`config.mk`:
```
export PLATFORM = sky130hd
export DESIGN_NAME = pipe_hazard_unit
export DESIGN_NICKNAME = d
export VERILOG_FILES = /design/src/rtl/hazard_pkg.sv /design/src/rtl/hazard_fwd_match.sv /design/src/rtl/pipe_hazard_unit.sv
export SDC_FILE = /design/constraint.sdc
export NUM_CORES = 1
export LEC_CHECK = 0
export ABC_AREA = 0
export CAP_MARGIN = 20
export CORE_ASPECT_RATIO = 0.9
export CORE_MARGIN = 3
export CORE_UTILIZATION = 36
export CTS_CLUSTER_DIAMETER = 200
export CTS_CLUSTER_SIZE = 40
export DETAILED_ROUTE_END_ITERATION = 10
export PLACE_DENSITY = 0.87
export SKIP_LAST_GASP = 1
export SYNTH_ARGS = -nofsm -noshare
export SYNTH_HDL_FRONTEND = slang
export SYNTH_SLANG_ARGS = --single-unit
export TNS_END_PERCENT = 30
```
`constraint.sdc`:
```
create_clock -name clk -period 1.65 [get_ports clk]
set_input_delay 0.33 -clock clk [delete_from_list [all_inputs] [get_ports clk]]
set_output_delay 0.33 -clock clk [all_outputs]
set_load 0.02 [all_outputs]
```
`src/rtl/hazard_pkg.sv`:
```
`default_nettype none
// ============================================================================
//  Module   : hazard_pkg
//  Purpose  : Shared types and constants for the pipeline hazard unit.
//             Provides the producer slot record, the "no forward" select
//             encoding, the default register-index width and the producer
//             match predicate used by every priority search.
//  Ports    : none (package)
//  Revision : 1.0 - initial release
// ============================================================================
package hazard_pkg;

    // Default register-index width (32 architectural registers).
    localparam int REG_IDX_W_DEFAULT = 5;

    // Slot records carry rd at a fixed, generous width so the typedef does
    // not depend on the instantiating module's parameter; narrower indices
    // are zero-extended on the way in.
    localparam int REG_IDX_W_MAX = 8;

    // Forward-select value meaning "take the operand as read in ID".
    localparam int FWD_NONE = 0;

    typedef struct packed {
        logic                     valid;
        logic [REG_IDX_W_MAX-1:0] rd;
        logic                     wen;
        logic                     is_load;
    } slot_t;

    // A producer only counts when it is real, writes a non-zero rd equal to
    // the source index, and the consumer actually reads that source.
    function automatic logic slot_matches(
        input slot_t                    s,
        input logic [REG_IDX_W_MAX-1:0] src,
        input logic                     used
    );
        return s.valid && s.wen && used && (s.rd == src) && (s.rd != '0);
    endfunction

endpackage : hazard_pkg
`default_nettype wire

```
`src/rtl/hazard_fwd_match.sv`:
```
`default_nettype none
// ============================================================================
//  Module   : hazard_fwd_match
//  Purpose  : Youngest-producer priority search for one source operand.
//             Scans an ordered list of producer slots (index 0 = youngest)
//             and reports the lowest-indexed slot that matches the source.
//  Ports    : src_idx      in   zero-extended source register index
//             src_used     in   source is actually read
//             slots        in   candidate producer slots, youngest first
//             hit          out  some slot matches
//             hit_pos      out  index of the youngest matching slot
//             hit_is_load  out  that producer is a load
//  Revision : 1.0 - initial release
// ============================================================================
module hazard_fwd_match
    import hazard_pkg::*;
#(
    parameter int N_SLOTS = 2,
    parameter int POS_W   = 2
) (
    input  logic [REG_IDX_W_MAX-1:0] src_idx,
    input  logic                     src_used,
    input  slot_t                    slots [N_SLOTS],
    output logic                     hit,
    output logic [POS_W-1:0]         hit_pos,
    output logic                     hit_is_load
);

    // Scan oldest to youngest so the last assignment (lowest index) wins.
    always_comb begin
        hit         = 1'b0;
        hit_pos     = '0;
        hit_is_load = 1'b0;
        for (int i = N_SLOTS - 1; i >= 0; i--) begin
            if (slot_matches(slots[i], src_idx, src_used)) begin
                hit         = 1'b1;
                hit_pos     = POS_W'(i);
                hit_is_load = slots[i].is_load;
            end
        end
    end

endmodule : hazard_fwd_match
`default_nettype wire

```
`src/rtl/pipe_hazard_unit.sv`:
```
`default_nettype none
// ============================================================================
//  Module   : pipe_hazard_unit
//  Purpose  : Data/control hazard detection for an in-order pipeline.
//             Tracks producers in EXE (slot 0) and the FWD_STAGES downstream
//             stages, selects EXE operand forwarding, requests WB-to-ID
//             bypass, raises load-use stalls and flushes on redirect.
//  Ports    : clk, rst                  clock, async active-low reset
//             id_valid                  ID holds a real instruction
//             id_rs1/rs2_idx, _used     ID sources and read flags
//             id_rd_idx, id_rd_wen      ID destination and write enable
//             id_is_load                ID instruction is a load
//             ex_redirect               taken branch/jump resolved in EXE
//             stall                     hold PC and D, bubble into E
//             flush_d, flush_e          invalidate D and E registers
//             id_rs1/rs2_wb_bypass      use WB data instead of regfile in ID
//             ex_rs1/rs2_fwd_sel        0 = none, k = forward from slot k
//             stall_cnt, flush_cnt      performance counters
//  Config   : HAZARD_PERF_EN - when defined, stall_cnt/flush_cnt count
//             stall and redirect cycles; otherwise both are tied to 0.
//  Notes    : LD_AVAIL_STAGE must lie in 1..FWD_STAGES.
//  Revision : 1.0 - initial release
// ============================================================================
module pipe_hazard_unit
    import hazard_pkg::*;
#(
    parameter int REG_IDX_W      = REG_IDX_W_DEFAULT,
    parameter int FWD_STAGES     = 2,
    parameter int LD_AVAIL_STAGE = 2
) (
    input  logic                              clk,
    input  logic                              rst,
    input  logic                              id_valid,
    input  logic [REG_IDX_W-1:0]              id_rs1_idx,
    input  logic [REG_IDX_W-1:0]              id_rs2_idx,
    input  logic                              id_rs1_used,
    input  logic                              id_rs2_used,
    input  logic [REG_IDX_W-1:0]              id_rd_idx,
    input  logic                              id_rd_wen,
    input  logic                              id_is_load,
    input  logic                              ex_redirect,
    output logic                              stall,
    output logic                              flush_d,
    output logic                              flush_e,
    output logic                              id_rs1_wb_bypass,
    output logic                              id_rs2_wb_bypass,
    output logic [$clog2(FWD_STAGES+1)-1:0]   ex_rs1_fwd_sel,
    output logic [$clog2(FWD_STAGES+1)-1:0]   ex_rs2_fwd_sel,
    output logic [31:0]                       stall_cnt,
    output logic [31:0]                       flush_cnt
);

    localparam int c_sel_w    = $clog2(FWD_STAGES + 1);
    localparam int c_id_pos_w = $clog2(FWD_STAGES + 2);

    // ------------------------------------------------------------------
    // Slot pipeline: r_slot[0] = EXE, r_slot[FWD_STAGES] = WB
    // ------------------------------------------------------------------
    slot_t                r_slot [FWD_STAGES+1];
    logic [REG_IDX_W-1:0] r_ex_rs1_idx;
    logic [REG_IDX_W-1:0] r_ex_rs2_idx;
    logic                 r_ex_rs1_used;
    logic                 r_ex_rs2_used;

    slot_t                w_ex_cand [FWD_STAGES];
    slot_t                w_slot0_next;
    logic                 w_slot0_load;

    logic [REG_IDX_W_MAX-1:0] w_id_rs1_ext;
    logic [REG_IDX_W_MAX-1:0] w_id_rs2_ext;
    logic [REG_IDX_W_MAX-1:0] w_ex_rs1_ext;
    logic [REG_IDX_W_MAX-1:0] w_ex_rs2_ext;

    logic                  w_ex1_hit, w_ex2_hit;
    logic [c_sel_w-1:0]    w_ex1_pos, w_ex2_pos;
    logic                  w_unused_ex1_ld, w_unused_ex2_ld;
    logic                  w_id1_hit, w_id2_hit;
    logic [c_id_pos_w-1:0] w_id1_pos, w_id2_pos;
    logic                  w_id1_ld, w_id2_ld;
    logic                  w_ld_use1, w_ld_use2;

    assign w_id_rs1_ext = REG_IDX_W_MAX'(id_rs1_idx);
    assign w_id_rs2_ext = REG_IDX_W_MAX'(id_rs2_idx);
    assign w_ex_rs1_ext = REG_IDX_W_MAX'(r_ex_rs1_idx);
    assign w_ex_rs2_ext = REG_IDX_W_MAX'(r_ex_rs2_idx);

    // EXE operands can only be fed from slots downstream of EXE.
    always_comb begin
        for (int k = 0; k < FWD_STAGES; k++) begin
            w_ex_cand[k] = r_slot[k+1];
        end
    end

    // ------------------------------------------------------------------
    // Priority searches: EXE sources over slots 1..FWD_STAGES, ID sources
    // over slots 0..FWD_STAGES (youngest producer decides the load-use case)
    // ------------------------------------------------------------------
    hazard_fwd_match #(.N_SLOTS(FWD_STAGES), .POS_W(c_sel_w)) u_ex_rs1 (
        .src_idx     (w_ex_rs1_ext),
        .src_used    (r_ex_rs1_used),
        .slots       (w_ex_cand),
        .hit         (w_ex1_hit),
        .hit_pos     (w_ex1_pos),
        .hit_is_load (w_unused_ex1_ld)
    );

    hazard_fwd_match #(.N_SLOTS(FWD_STAGES), .POS_W(c_sel_w)) u_ex_rs2 (
        .src_idx     (w_ex_rs2_ext),
        .src_used    (r_ex_rs2_used),
        .slots       (w_ex_cand),
        .hit         (w_ex2_hit),
        .hit_pos     (w_ex2_pos),
        .hit_is_load (w_unused_ex2_ld)
    );

    hazard_fwd_match #(.N_SLOTS(FWD_STAGES + 1), .POS_W(c_id_pos_w)) u_id_rs1 (
        .src_idx     (w_id_rs1_ext),
        .src_used    (id_rs1_used),
        .slots       (r_slot),
        .hit         (w_id1_hit),
        .hit_pos     (w_id1_pos),
        .hit_is_load (w_id1_ld)
    );

    hazard_fwd_match #(.N_SLOTS(FWD_STAGES + 1), .POS_W(c_id_pos_w)) u_id_rs2 (
        .src_idx     (w_id_rs2_ext),
        .src_used    (id_rs2_used),
        .slots       (r_slot),
        .hit         (w_id2_hit),
        .hit_pos     (w_id2_pos),
        .hit_is_load (w_id2_ld)
    );

    // ------------------------------------------------------------------
    // Outputs
    // ------------------------------------------------------------------
    // The candidate list starts at slot 1, so the slot number is pos + 1.
    assign ex_rs1_fwd_sel = (r_slot[0].valid && w_ex1_hit) ? (w_ex1_pos + c_sel_w'(1))
                                                           : c_sel_w'(FWD_NONE);
    assign ex_rs2_fwd_sel = (r_slot[0].valid && w_ex2_hit) ? (w_ex2_pos + c_sel_w'(1))
                                                           : c_sel_w'(FWD_NONE);

    // A load sitting in slot s reaches slot s+1 by the time the ID consumer
    // enters EXE; stall while that slot still precedes load-data availability.
    assign w_ld_use1 = w_id1_hit && w_id1_ld && ((int'(w_id1_pos) + 1) < LD_AVAIL_STAGE);
    assign w_ld_use2 = w_id2_hit && w_id2_ld && ((int'(w_id2_pos) + 1) < LD_AVAIL_STAGE);

    // Redirect wins: the ID instruction is being flushed anyway.
    assign stall = id_valid && !ex_redirect && (w_ld_use1 || w_ld_use2);

    // Gated by reset so every output reads 0 while reset is held.
    assign flush_d = ex_redirect && rst;
    assign flush_e = ex_redirect && rst;

    assign id_rs1_wb_bypass = slot_matches(r_slot[FWD_STAGES], w_id_rs1_ext, id_rs1_used);
    assign id_rs2_wb_bypass = slot_matches(r_slot[FWD_STAGES], w_id_rs2_ext, id_rs2_used);

    // ------------------------------------------------------------------
    // Slot pipeline update
    // ------------------------------------------------------------------
    assign w_slot0_load = id_valid && !stall && !ex_redirect;

    always_comb begin
        w_slot0_next         = '0;
        w_slot0_next.valid   = w_slot0_load;
        w_slot0_next.rd      = REG_IDX_W_MAX'(id_rd_idx);
        w_slot0_next.wen     = id_rd_wen;
        w_slot0_next.is_load = id_is_load;
    end

    always_ff @(posedge clk or negedge rst) begin
        if (!rst) begin
            for (int k = 0; k <= FWD_STAGES; k++) begin
                r_slot[k] <= '0;
            end
            r_ex_rs1_idx  <= '0;
            r_ex_rs2_idx  <= '0;
            r_ex_rs1_used <= 1'b0;
            r_ex_rs2_used <= 1'b0;
        end else begin
            for (int k = 1; k <= FWD_STAGES; k++) begin
                r_slot[k] <= r_slot[k-1];
            end
            r_slot[0]     <= w_slot0_next;
            // Source fields are qualified by r_slot[0].valid, so they can
            // load unconditionally.
            r_ex_rs1_idx  <= id_rs1_idx;
            r_ex_rs2_idx  <= id_rs2_idx;
            r_ex_rs1_used <= id_rs1_used;
            r_ex_rs2_used <= id_rs2_used;
        end
    end

    // ------------------------------------------------------------------
    // Performance counters
    // ------------------------------------------------------------------
`ifdef HAZARD_PERF_EN
    logic [31:0] r_stall_cnt;
    logic [31:0] r_flush_cnt;

    always_ff @(posedge clk or negedge rst) begin
        if (!rst) begin
            r_stall_cnt <= '0;
            r_flush_cnt <= '0;
        end else begin
            if (stall) begin
                r_stall_cnt <= r_stall_cnt + 32'd1;
            end
            if (ex_redirect) begin
                r_flush_cnt <= r_flush_cnt + 32'd1;
            end
        end
    end

    assign stall_cnt = r_stall_cnt;
    assign flush_cnt = r_flush_cnt;
`else
    assign stall_cnt = '0;
    assign flush_cnt = '0;
`endif

endmodule : pipe_hazard_unit
`default_nettype wire

```
# Word level (Yosys, flattened, before mapping)
# Index checks and enable logic that the tools add are counted.
[word_totals] ff_bits=36 out_inout_bits=73 word_cells=110
[op_classes] addsub=4 n_lt_le_gt_ge=2 eq_ne=10 n_mux=28 n_reduce_logical=50
[op_table] op="5-bit == test" n=10
[op_table] op="1-bit logical AND" n=44
[op_table] op="8-bit nonzero test" n=3
[op_table] op="1-bit 2-to-1 mux" n=20
[op_table] op="2-bit 2-to-1 mux" n=8
[op_table] op="2-bit by 1-bit adder with 3-bit output, second input constant" n=2
[op_table] op="3-bit by 2-bit less-than comparator with 1-bit output, second input constant" n=2
[op_table] op="2-bit by 1-bit adder with 2-bit output, second input constant" n=2
[op_table] op="1-bit logical NOT" n=2
[op_table] op="1-bit logical OR" n=1

# Logic depth before layout (Yosys ltp)
[depth] depth_word=15 ltp_mapped=5

# Cells and area by module
# Synthesis repeated with hierarchy kept, for this count alone.
[unflattened] cells_unflattened=319 area_unflattened_um2=2954.1
[by_module_without_submodules] module="pipe_hazard_unit" n_inst=1 cells_each=135 area_per_inst_um2=1612.8 seq_area_each_um2=900.9
[by_module_without_submodules] module="hazard_fwd_match at u_id_rs1 ..." n_inst=2 cells_each=55 area_per_inst_um2=401.6 seq_area_each_um2=0.0
[by_module_without_submodules] module="hazard_fwd_match at u_ex_rs1 ..." n_inst=2 cells_each=37 area_per_inst_um2=269.0 seq_area_each_um2=0.0

# Worst setup path before layout
# No wires, ideal clock.
[synth_timing] kind="register to output" start="register r_slot[14] in the netlist's numbering" end="output ex_rs1_fwd_sel[1]" arrival_ns=1.679 required_ns=1.320 setup_slack_ns=-0.359 stages_incl_launch_ff=5 n_path_buf=0 path_cell_list="dfrtp_1 > or4_1 > o211ai_2 > nor3_1 > nor3_1"
[synth_via] elab_chain_cells=6 word_cells_on_any_way=9 cone_classes="add/sub: 1; eq/ne: 1; mux: 3; reduce/logical: 4"
[synth_lines] element="from (decl)" line_no="pipe_hazard_unit.sv:59" source="slot_t r_slot [FWD_STAGES+1];"
[synth_lines] element="from (signal, indexed assignment)" line_no="pipe_hazard_unit.sv:182" source="r_slot[k] <= r_slot[k-1];"
[synth_lines] element="5-bit == test" line_no="hazard_pkg.sv:38" source="return s.valid && s.wen && used && (s.rd == src) && (s.rd != '0);"
[synth_lines] element="1-bit logical AND" line_no="hazard_pkg.sv:38"
[synth_lines] element="1-bit logical AND *" line_no="hazard_pkg.sv:38"
[synth_lines] element="1-bit 2-to-1 mux" line_no="hazard_fwd_match.sv:35" source="if (slot_matches(slots[i], src_idx, src_used)) begin"
[synth_lines] element="2-bit by 1-bit adder with 2-bit output / 1-bit logical AND (equally long branches)" line_no="pipe_hazard_unit.sv:138" source="assign ex_rs1_fwd_sel = (r_slot[0].valid && w_ex1_hit) ? (w_ex1_pos + c_sel_w'(1))"
[synth_lines] element="2-bit 2-to-1 mux *" line_no="pipe_hazard_unit.sv:138"
[synth_lines] element="to (decl)" line_no="pipe_hazard_unit.sv:47" source="output logic [$clog2(FWD_STAGES+1)-1:0] ex_rs1_fwd_sel,"
# Mark *: on every way between the ends. The rest lies on a longest branch, timed or not.

# Final worst setup path
[layout_timing] start="register r_slot[6] in the netlist's numbering" end="output id_rs1_wb_bypass"
[layout_via] elab_chain_cells=3 word_cells_on_any_way=4 cone_classes="eq/ne: 1; reduce/logical: 3"
[layout_lines] element="5-bit == test" line_no="hazard_pkg.sv:38"
[layout_lines] element="1-bit logical AND" line_no="hazard_pkg.sv:38"
[layout_lines] element="1-bit logical AND *" line_no="hazard_pkg.sv:38"
[layout_lines] element="to (decl)" line_no="pipe_hazard_unit.sv:45" source="output logic id_rs1_wb_bypass,"
# Marked as above.

==> Flow_metrics.wiki <==
{| class="wikitable"
! Metric !! Value
|-
| Count of unique library cells instantiated by Yosys || 22
|-
| Worst-case vdd ir drop || 676 uV
|-
| Hold buffers post-CTS || 0
|-
| Overflow left after global routing || 0
|-
| Sinks on the clock net || 34
|-
| Final Critical Period || 2.16 ns
|-
| Number of detailed-route iterations in the first pass || 4
|-
| Delay of the slowest cell on the worst path || just under 0.6 ns
|-
| Routability cong. || 0.876
|-
| Final design instance area without fill || between 2000 and 3000 um^2
|-
| Buffer depth of the longest clock path || 2
|-
| Placement Rows || 24
|-
| Syn Std Cell Area || around 1900 um^2
|-
| Global-route usage over all layers || 12.3%
|-
| Final period utilization || 131%
|-
| Count of buffering cells on the critical path with inverters included || 2
|-
| Final total power || 2.11 mW
|-
| Detailed Route WL || 3860 um
|-
| Count of input and output buffers || 31
|-
| Floorplan Core Area || 5010 um^2
|-
| Worst Setup Start Kind || register
|-
| Clock network power share || 36.5%
|-
| Share of cells above drive strength 1 || 26.4%
|-
| Dominant cell type by count on the critical path || buf_4
|-
| Height of the chip || 75.6 um
|-
| Register cell area after layout || ~850 um^2
|-
| Net count of the finished layout || 273
|-
| Pins over their slew limit || 0
|-
| Largest fanout on the critical path || 4
|-
| Violated checks || negative setup slack
|-
| Maximum number of pins on one net before global-route repair || 35
|-
| Clock latency of the later-clocked register in the worst-skew pair || 0.28 ns
|-
| Effective utilization at floorplan || 38.6%
|-
| Share of synthesized registers carrying an async set or reset || 100%
|-
| Area of the multi-input gates || around 890 um^2
|-
| Fin Setup TNS || -3.88 ns
|-
| Antenna diodes || 0
|-
| Type of the tightest min-delay check || reg2reg
|-
| Power per cell area || 839 nW/um^2
|-
| Area of placed instances || 2390 um^2
|-
| Internal power consumption || 1.54 mW
|-
| Die Width || 83.3 um
|-
| Die area || 6290 um^2
|-
| Final worst-path setup slack || -0.510 ns
|-
| Number of vias per cell || roughly 4.0
|-
| Commonest non-fill, non-tap cell in the layout || conb_1
|-
| Number of nets with antenna violations after routing || 0
|-
| WP data required || 1.32 ns
|-
| Count of maximum capacitance violations || 0
|-
| Top-level I/O count || 96
|-
| YS warnings || 0
|-
| Switching pwr || 574 uW
|-
| Number of failing setup endpoints in the final timing report || 9
|-
| Number of storage elements in the synthesis netlist || 34
|-
| Number of global-route vias before repair || 1192
|-
| Most used cells in the layout excluding fill and tap cells || conb_1 (64), buf_4 (40), dfrtp_1 (33), xnor2_1 (32), clkdlybuf4s50_1 (24)
|-
| Flop pwr share || 43.6%
|-
| Unrepaired setup endpoints after global routing || true
|-
| Type of element capturing the critical path || output pin
|-
| Hold Fails Final Rpt || 0
|-
| Initial antenna violation count || 0
|-
| Kind of cell adding the most delay to the critical path || simple AND/OR/NAND/NOR gates
|-
| Arr. time, crit path || 1.83 ns
|-
| Net Sw Frac || between 20% and 30%
|-
| Category of the most critical setup path || reg2out
|-
| Initial drt markers || 53
|-
| Peak Freq || around 460 MHz
|-
| Outcome || complete, but fails checks
|-
| Fillcell total || 459
|-
| CTS tree || built
|-
| Post-synth EDFFs || 0
|-
| Estimated wirelength of the detail-placed design || 3140 um
|-
| Buffer cell driving the clock tree root || clkbuf_8
|-
| Area Overhead vs Synth || 29.9%
|-
| Maximum level of the CTS H-tree || 2
|-
| Critical-path cell list || or4_4 -> o211ai_1 -> buf_4 -> nor3_2 -> buf_4
|-
| Power share of the combinational group || 19.9%
|-
| CTS Buf Count || 5
|-
| Routed wirelength normalized by instance count || 12.3 um
|-
| Mapped Cells || about 180
|-
| Placement-stage worst setup slack || -0.819 ns
|-
| Average instance area after synthesis || 10.7 um^2
|-
| Most used flip-flop cell after synthesis || dfrtp_1
|-
| Drt drc || 0
|-
| Total vias in the final route || ~1200
|-
| Clock edge transition at the registers on the reported setup and hold paths || 0.07 ns
|-
| Part of the Yosys area used for sequential elements || a little over two fifths
|-
| Critical-path cell with the highest stage delay || or4_4
|-
| Reported leakage power || around 1.1 nW
|-
| Clock skew after layout || 0.00565 ns
|-
| Wire length of the first global-routing pass || 5780 um
|}
[layout make-up]
class | count | share of cell area, %
Multi-Input combinational cell | 140 | 35.4
Sequential cell | 34 | 33.9
Timing Repair Buffer | 69 | 23.0
Clock buffer | 6 | 3.28
Tap cell | 65 | 3.23
Clock inverter | 1 | 1.19
[through the flow]
stage / utilization, % / hold slack, ns / instances
after global placement: 47.7 / 0.387 / 306
after floorplan: - / 0.0344 / 244
after CTS: 50.1 / 0.415 / 315
final: 50.1 / 0.415 / 315
after detailed placement: 47.7 / 0.382 / 306
after global routing: 50.1 / 0.421 / 315
[sequential cells by signal (all words and copies together) (netlist names)]
| signal | flops |
|---|---|
| r_ex_rs2_idx | 5 |
| r_ex_rs2_used | 1 |
| r_ex_rs1_idx | 5 |
| r_ex_rs1_used | 1 |
| r_slot | 22 |
[power groups by stage]
stage               registers [mW]  clock network (mW)  logic (mW)
floorplan                    0.923                   0       0.366
global placement             0.932                   0       0.405
detailed placement           0.934                   0       0.412
CTS                          0.919               0.787       0.418
global route                 0.923               0.831       0.455
finish                       0.919               0.771       0.420
[layer usage]
metal	GRT usage [%]	vias up	share of wire, %
li1	-	597	-
met2	20.3	55	52
met4	4.54	0	0.93
met3	5.19	4	6.6
met5	0	-	0
met1	14.7	592	40
[cells by family after synthesis]
family | synth area share, %
buffers and inverters | 26.2
and+or+nand+nor | 9.11
DFF | 44.0
AOI/OAI and AO/OA | 2.46
other | 0.194
xor gates and xnor gates | 18.1
[cell usage after synthesis (all sizes together) (3+ instances only)]
master | number | area [um^2]
nor3 | 6 | 30.0
xnor2 | 32 | 280
and2 | 3 | 21.3
dfrtp | 34 | 851
or4 | 3 | 22.5
buf | 65 | 488
nand2 | 4 | 15.0
xor2 | 8 | 70.1
clkbuf | 5 | 18.8
nand4 | 8 | 50.1
[worst reg2reg max path, stage by stage, from the launching register on]
cell and delay, ns:
dfrtp_1 0.40, or4_1 0.53, o21a_1 0.19, a21oi_1 0.12
[final timing paths]
kind	cells after the start	end	from	slack (ns)
worst max-delay path	5	id_rs1_wb_bypass	r_slot[6]	-0.51
worst min-delay path	0	r_slot[10]	r_slot[21]	0.42
worst max register to register	3	r_slot[32]	r_slot[25]	0.35
worst min register to register	0	r_slot[10]	r_slot[21]	0.42
max in group asynchronous	2	r_slot[2]	rst	0.85
min in group asynchronous	2	r_slot[24]	rst	0.47
[repair_timing]
| action | in CTS | in global routing |
|---|---|---|
| gates resized for setup | 33 | 1 |
| cloned | 0 | 0 |
| setup buffers | 2 | 0 |
| pin swaps | 4 | 0 |
| setup endpoints to repair | 9 | 9 |
| endpoints found under the hold margin | 0 | 0 |
(Power assumes the default switching activity.)
